--- src/rtl/xiyiji_pkg.sv ---
// Shared encodings and parameter defaults for the xiyiji front-panel controller.
package xiyiji_pkg;

    localparam int DEB_CYCLES_DEF  = 20;
    localparam int LONG_CYCLES_DEF = 200;

    typedef enum logic [1:0] {
        M0 = 2'd0,
        M1 = 2'd1,
        M2 = 2'd2,
        M3 = 2'd3
    } mode_t;

    typedef enum logic [1:0] {
        IDLE  = 2'd0,
        ARMED = 2'd1,
        RUN   = 2'd2,
        HALT  = 2'd3
    } panel_state_t;

    function automatic mode_t next_mode(input mode_t m);
        return mode_t'(2'(m + 2'd1));
    endfunction

endpackage

--- src/rtl/xiyiji_key_debounce.sv ---
// Key conditioner: 2-flop synchroniser, stability counter and press pulse on the
// debounced release-to-pressed (1->0) edge. Debounced level resets to released.
module key_debounce
    import xiyiji_pkg::*;
#(
    parameter int DEB_CYCLES = DEB_CYCLES_DEF
) (
    input  logic clk,
    input  logic rst,
    input  logic i_key_n,
    output logic o_level,
    output logic o_press
);

    localparam int CW = $clog2(DEB_CYCLES + 1);
    localparam logic [CW-1:0] C_LAST = CW'(DEB_CYCLES - 1);

    logic          r_sync1;
    logic          r_sync2;
    logic          r_level;
    logic          r_press;
    logic [CW-1:0] r_cnt;

    // r_cnt counts consecutive samples that disagree with the accepted level.
    always_ff @(posedge clk) begin
        if (rst) begin
            r_sync1 <= 1'b1;
            r_sync2 <= 1'b1;
            r_level <= 1'b1;
            r_press <= 1'b0;
            r_cnt   <= '0;
        end else begin
            r_sync1 <= i_key_n;
            r_sync2 <= r_sync1;
            r_press <= 1'b0;
            if (r_sync2 == r_level) begin
                r_cnt <= '0;
            end else if (r_cnt == C_LAST) begin
                r_level <= r_sync2;
                r_press <= ~r_sync2;
                r_cnt   <= '0;
            end else begin
                r_cnt <= r_cnt + 1'b1;
            end
        end
    end

    assign o_level = r_level;
    assign o_press = r_press;

endmodule

--- src/rtl/xiyiji_panel.sv ---
// Washer front panel: debounced keys drive a mode/start/emergency FSM.
// Optional long-press abort of a running program is enabled by LONG_PRESS_EN.
//
//   state | meaning
//   IDLE  | choose program with select; start arms if mode != M0
//   ARMED | start_req high, waiting for run_ack
//   RUN   | program running, waiting for done
//   HALT  | emergency latched; start with emergency released returns to IDLE
module xiyiji_panel
    import xiyiji_pkg::*;
#(
    parameter int DEB_CYCLES  = DEB_CYCLES_DEF,
    parameter int LONG_CYCLES = LONG_CYCLES_DEF
) (
    input  logic       clk,
    input  logic       rst,
    input  logic       key_select_n,
    input  logic       key_start_n,
    input  logic       key_emergency_n,
    input  logic       run_ack,
    input  logic       done,
    output logic [1:0] mode,
    output logic       start_req,
    output logic       emergency,
    output logic       abort,
    output logic [1:0] panel_state
);

    logic w_unused_sel_level;
    logic w_sel_press;
    logic w_start_level;
    logic w_start_press;
    logic w_emg_level;
    logic w_emg_press;
    logic w_long_fire;

    panel_state_t r_state;
    mode_t        r_mode;
    logic         r_start_req;
    logic         r_emergency;
    logic         r_abort;

    key_debounce #(.DEB_CYCLES(DEB_CYCLES)) u_deb_select (
        .clk     (clk),
        .rst     (rst),
        .i_key_n (key_select_n),
        .o_level (w_unused_sel_level),
        .o_press (w_sel_press)
    );

    key_debounce #(.DEB_CYCLES(DEB_CYCLES)) u_deb_start (
        .clk     (clk),
        .rst     (rst),
        .i_key_n (key_start_n),
        .o_level (w_start_level),
        .o_press (w_start_press)
    );

    key_debounce #(.DEB_CYCLES(DEB_CYCLES)) u_deb_emergency (
        .clk     (clk),
        .rst     (rst),
        .i_key_n (key_emergency_n),
        .o_level (w_emg_level),
        .o_press (w_emg_press)
    );

`ifdef LONG_PRESS_EN
    localparam int LW = $clog2(LONG_CYCLES + 1);

    logic [LW-1:0] r_long_cnt;
    logic          w_in_active;

    assign w_in_active = (r_state == ARMED) || (r_state == RUN);
    assign w_long_fire = !w_start_level && w_in_active && (r_long_cnt == LW'(LONG_CYCLES - 1));

    // Saturates at LONG_CYCLES and only clears on release, so one hold fires once.
    always_ff @(posedge clk) begin
        if (rst) begin
            r_long_cnt <= '0;
        end else if (w_start_level) begin
            r_long_cnt <= '0;
        end else if (w_in_active && (r_long_cnt != LW'(LONG_CYCLES))) begin
            r_long_cnt <= r_long_cnt + 1'b1;
        end
    end
`else
    logic w_unused_start_level;

    assign w_unused_start_level = w_start_level;
    assign w_long_fire          = 1'b0;
`endif

    always_ff @(posedge clk) begin
        if (rst) begin
            r_state     <= IDLE;
            r_mode      <= M0;
            r_start_req <= 1'b0;
            r_emergency <= 1'b0;
            r_abort     <= 1'b0;
        end else begin
            r_abort <= 1'b0;
            if (w_emg_press) begin
                r_state     <= HALT;
                r_emergency <= 1'b1;
                r_start_req <= 1'b0;
            end else if (w_long_fire) begin
                r_state     <= IDLE;
                r_mode      <= M0;
                r_start_req <= 1'b0;
                r_abort     <= 1'b1;
            end else begin
                case (r_state)
                    IDLE: begin
                        // A start press always masks a simultaneous select press.
                        if (w_start_press) begin
                            if (r_mode != M0) begin
                                r_state     <= ARMED;
                                r_start_req <= 1'b1;
                            end
                        end else if (w_sel_press) begin
                            r_mode <= next_mode(r_mode);
                        end
                    end
                    ARMED: begin
                        if (run_ack) begin
                            r_state     <= RUN;
                            r_start_req <= 1'b0;
                        end
                    end
                    RUN: begin
                        if (done) begin
                            r_state <= IDLE;
                            r_mode  <= M0;
                        end
                    end
                    HALT: begin
                        if (w_start_press && w_emg_level) begin
                            r_state     <= IDLE;
                            r_mode      <= M0;
                            r_emergency <= 1'b0;
                        end
                    end
                    default: r_state <= IDLE;
                endcase
            end
        end
    end

    assign mode        = r_mode;
    assign start_req   = r_start_req;
    assign emergency   = r_emergency;
    assign abort       = r_abort;
    assign panel_state = r_state;

endmodule

--- config.mk ---
export PLATFORM = sky130hd
export DESIGN_NAME = xiyiji_panel
export DESIGN_NICKNAME = d
export VERILOG_FILES = /design/src/rtl/xiyiji_pkg.sv /design/src/rtl/xiyiji_key_debounce.sv /design/src/rtl/xiyiji_panel.sv
export SDC_FILE = /design/constraint.sdc
export NUM_CORES = 1
export LEC_CHECK = 0
export ABC_AREA = 1
export CAP_MARGIN = 20
export CORE_UTILIZATION = 46
export DETAILED_ROUTE_END_ITERATION = 16
export GPL_TIMING_DRIVEN = 0
export PLACE_DENSITY = 0.69
export SETUP_SLACK_MARGIN = 0.02
export SYNTH_ARGS = -nofsm -noshare
export SYNTH_HDL_FRONTEND = slang
export SYNTH_SLANG_ARGS = --single-unit
--- constraint.sdc ---
create_clock -name clk -period 1.95 [get_ports clk]
set_input_delay 0.39 -clock clk [delete_from_list [all_inputs] [get_ports clk]]
set_output_delay 0.39 -clock clk [all_outputs]
set_load 0.05 [all_outputs]
==> impl_summary.md <==
Worst setup path
STA classifies the critical path endpoint as an output pin. At the worst endpoint, the arrival time is 1470 ps. The master of the slowest instance on the critical path is sky130_fd_sc_hd__clkdlybuf4s50_1. The worst setup slack for register-to-register paths is 790 ps.

The classification of the worst setup path is reg -> out. The signal on the critical path passes through clkdlybuf4s50_1. The maximum cell stage delay along the critical path is 800 ps.

The critical path buffer and inverter count is 1. The required time at the endpoint of the critical path is 1560 ps. Of all nets on the critical path, the largest fanout is 2. The dominant delay contributor by cell family on the critical path is buffers and inverters. The kind of launch point of the worst setup path is a flop.

GRT
The peak-usage layer in the global routing report is met2. The initial antenna violation count is 0. Global routing used 30.5% of the available met2 tracks. Entering global routing, the biggest net connects 11 pins. The number of global-route vias before repair is roughly 960. The remaining global-route overflow is 0.

The fraction of met3 tracks used by global routing is 7.38%. The first global-routing pass estimated 3860 µm of wire. In the global route stage, met1 resource usage came out at 21.0%.

In the global route stage, overall resource usage came out at between 10% and 20%.

STA
Setup repair after global routing left no endpoint under its margin. The setup total negative slack is 0 ps. The max-slew violation count was 0. Setup violations remaining at the end of the flow were counted as 0. The relative slew slack is 66.5%. Counting I/O delays and the setup requirement, the final critical path takes 1860 ps.

The final hold violation count is 0. The slew of the pin with the lowest slew margin is 501 ps. The largest clock skew in the final design is 7.64 ps. In the finished design, the share of the clock period the worst path needs comes to 95.3%. Derived from the worst setup path, the maximum achievable clock frequency is 0.538 GHz.

Synth
The number of nets in the synthesized netlist is between 150 and 200. The share of synthesized area in the top cell type comes to 50.9%. The count of different cell masters after synthesis is 23. In this run the mean area of a mapped cell was roughly 8.4 µm². The combinational family with the most area after synthesis is simple AND/OR/NAND/NOR gates. After synthesis the netlist holds a flip-flop and latch count of 33. In this run the cell area of the synthesized design comes to ~0.0013 mm². After technology mapping, the gate count stands at approximately 160. By area the synthesized netlist is led by sky130_fd_sc_hd__dfxtp_1 51%, sky130_fd_sc_hd__nor2_1 7.8%, sky130_fd_sc_hd__nand3_1 6.9%. sky130_fd_sc_hd__dfxtp_1 takes more of the synthesized area than any other cell.

The Yosys step of the flow raised 0 warnings. Summing the areas of all and, or, nand and nor instances in the mapped netlist gives around 28% of the synthesized area. Of the total synthesized cell area, the portion taken by XOR and XNOR cells is 6.75%. The portion of synthesized area spent on multiplexers is 0%. Summing the areas of all compound-gate instances in the mapped netlist gives 4.44% of the synthesized area. The adder and majority cell fraction of the synthesized area is 3.86%. The part of the Yosys area used for sequential elements is 50.9%.

Clock tree
No sink is reached through more buffers than the 2 on the longest clock path. The clock buffer count from CTS is 5. The clock tree from TritonCTS is done. In this run the clock root is driven by a sky130_fd_sc_hd__clkbuf_4.

Clock tree synthesis found a total of 33 sinks. The H-tree was split into 2 levels. The later pin in the worst-skew pair is clocked with a latency of 330 ps.

Hold repair after CTS inserted 0 buffers. The clock-pin transition on the worst setup and hold timing paths is approximately 90 ps. The number of buffers inserted to repair setup after CTS is 0.

Floorplanning
The die extent in x is roughly 55 µm. The overall die area is 0.00304 mm². The core area is 0.00257 mm². The number of core rows is 18.

The chip height is roughly 55 µm. For this configuration, the core starts out at a cell density of 50.5%. 14 I/O pins were placed.

Placed design
Counting tap cells, the placed design contains a total of just under 200 instances. At the end of routability-driven placement, the weighted congestion stood at between 0.7 and 0.8. The placed wire-length estimate is between 1500 and 2000 µm. Buffers placed on the I/O ports in this run total 12. In this run the cell area measured after placement is 0.00146 mm².

Power
The part of the power in registers is 62.1%. Of the total power, combinational logic draws roughly 3.6%. IR analysis of the VDD net gives a maximum drop of 480 µV. Summed over all cells, the static leakage comes to 0.000647 µW.

The part of the power in the clock network is 34.4%. In this run the power spent charging and discharging nets is 233 µW. In this run switching power makes up 21.1% of total power. The total power divided by cell area is about 730 mW/mm².

The cell-internal power is 870 µW.

Route
The routed design has 2160 µm of wire. The number of DRC violations after detailed-routing iteration 0 is 18. For this run, the detailed router's first-pass iteration total came to 6.

For this block, the via count after detailed routing is 1026. The post-route antenna net violation count is 0. The number of design rule violations left after detail routing is 0.

Dividing the detail-routed wire length by the instance count gives 10.6 µm. In the routed layout, each cell is associated on average with a via count of ~5.0.

Run status
The run finished with clean final reports.

Final layout
The final instance count without filler cells is 204. Counting the fill cells in the layout gives 247. The fraction of layout instances using a drive strength above 1 is ~11%.

Leaving out fill and tap cells, the most frequent cell in the layout is sky130_fd_sc_hd__dfxtp_1. From synthesis to final layout, the design area changed by 16.6%. After routing the design area is 0.00151 mm².

The utilization after layout is roughly three fifths. The final layout contains 185 nets. The antenna diode count is 0.

The library cells used most frequently in the layout, excluding fill and tap cells, are 33 x sky130_fd_sc_hd__dfxtp_1, 27 x sky130_fd_sc_hd__nor2_1, 19 x sky130_fd_sc_hd__nand2_1.

Run
The max-cap check violation count is 0.

Worst hold path
The tightest min-delay check is of the reg -> reg type.
==> synthesized netlist by cell type <==
cell and number:
sky130_fd_sc_hd__nor2_4 1, sky130_fd_sc_hd__clkbuf_1 1, sky130_fd_sc_hd__nor2_1 27, sky130_fd_sc_hd__conb_1 1, sky130_fd_sc_hd__nand4_1 1, sky130_fd_sc_hd__nand2_1 19, sky130_fd_sc_hd__o211ai_1 1, sky130_fd_sc_hd__nand3_1 18
sky130_fd_sc_hd__xor2_1 8, sky130_fd_sc_hd__a21oi_2 1, sky130_fd_sc_hd__dfxtp_1 33, sky130_fd_sc_hd__buf_4 1, sky130_fd_sc_hd__nor2_2 1, sky130_fd_sc_hd__inv_2 1, sky130_fd_sc_hd__o21ai_0 3, sky130_fd_sc_hd__ha_1 4
sky130_fd_sc_hd__a21oi_1 4, sky130_fd_sc_hd__inv_1 16, sky130_fd_sc_hd__xnor2_1 2, sky130_fd_sc_hd__or2_2 7, sky130_fd_sc_hd__nand3_2 2, sky130_fd_sc_hd__nor4_1 2, sky130_fd_sc_hd__a31oi_1 1
==> cells by family (layout without fill, tap and decap cells) <==
family	Yosys count	after routing
AND/OR/NAND/NOR	78	78
XOR/XNOR	10	10
other	1	1
AO/OA/AOI/OAI	10	10
buffers and inverters	19	38
flip-flops	33	33
adder cells (fa/ha/maj)	4	4
==> through the flow <==
step	worst slack [ps]	hold slack, ps	power (µW)
after floorplan	541	389	722
after global placement	315	393	739
after detailed placement	301	394	740
after CTS	52.0	417	1120
after global routing	20.1	427	1160
final	91.9	412	1100
==> repair_timing <==
item | 4_1_cts | 5_1_grt
resized for setup | 2 | 2
hold endpoints to repair | 0 | 0
endpoints found under the setup margin | 2 | 2
==> sequential cells by signal (all words and copies together) (netlist names), 2 cells and up <==
| register | count |
|---|---|
| u_deb_start.r_cnt | 5 |
| u_deb_emergency.r_cnt | 5 |
| mode | 2 |
| panel_state | 2 |
| u_deb_select.r_cnt | 5 |
==> metal layers <==
layer / share of wire [%] / up-vias
li1: - / 527
met1: 44 / 465
met2: 48 / 27
met3: 6.3 / 7
met4: 2.4 / 0
met5: 0 / -
==> power by group through the flow <==
| stage | registers [µW] | logic [µW] | clock network (µW) |
|---|---|---|---|
| 6_report | 685 | 39.3 | 379 |
| 2_1_floorplan | 700 | 22.0 | 0 |
| 5_1_grt | 686 | 44.6 | 429 |
| 4_1_cts | 685 | 40.0 | 393 |
| 3_3_place_gp | 700 | 38.7 | 0 |
| 3_5_place_dp | 701 | 39.7 | 0 |
==> cell type report <==
| type | instances | area, µm² | area share, % |
|---|---|---|---|
| plain buffers | 2 | 11.3 | 0.744 |
| well taps | 30 | 37.5 | 2.48 |
| flip-flops and latches | 33 | 661 | 43.7 |
| repair buffers | 12 | 123 | 8.11 |
| clock buffers | 7 | 55.1 | 3.64 |
| inverters | 17 | 63.8 | 4.22 |
| multi-input cells | 103 | 562 | 37.1 |
==> worst paths after layout <==
kind | to | from | depth (start not counted)
setup reg to reg | u_deb_select.r_cnt[0] | u_deb_select.r_cnt[0] | 4
hold / removal | u_deb_start.r_sync2 | u_deb_start.r_sync1 | 1
hold reg to reg | u_deb_start.r_sync2 | u_deb_start.r_sync1 | 1
setup / recovery | start_req | start_req | 1
Note: power is estimated with default switching activity, not from simulation.
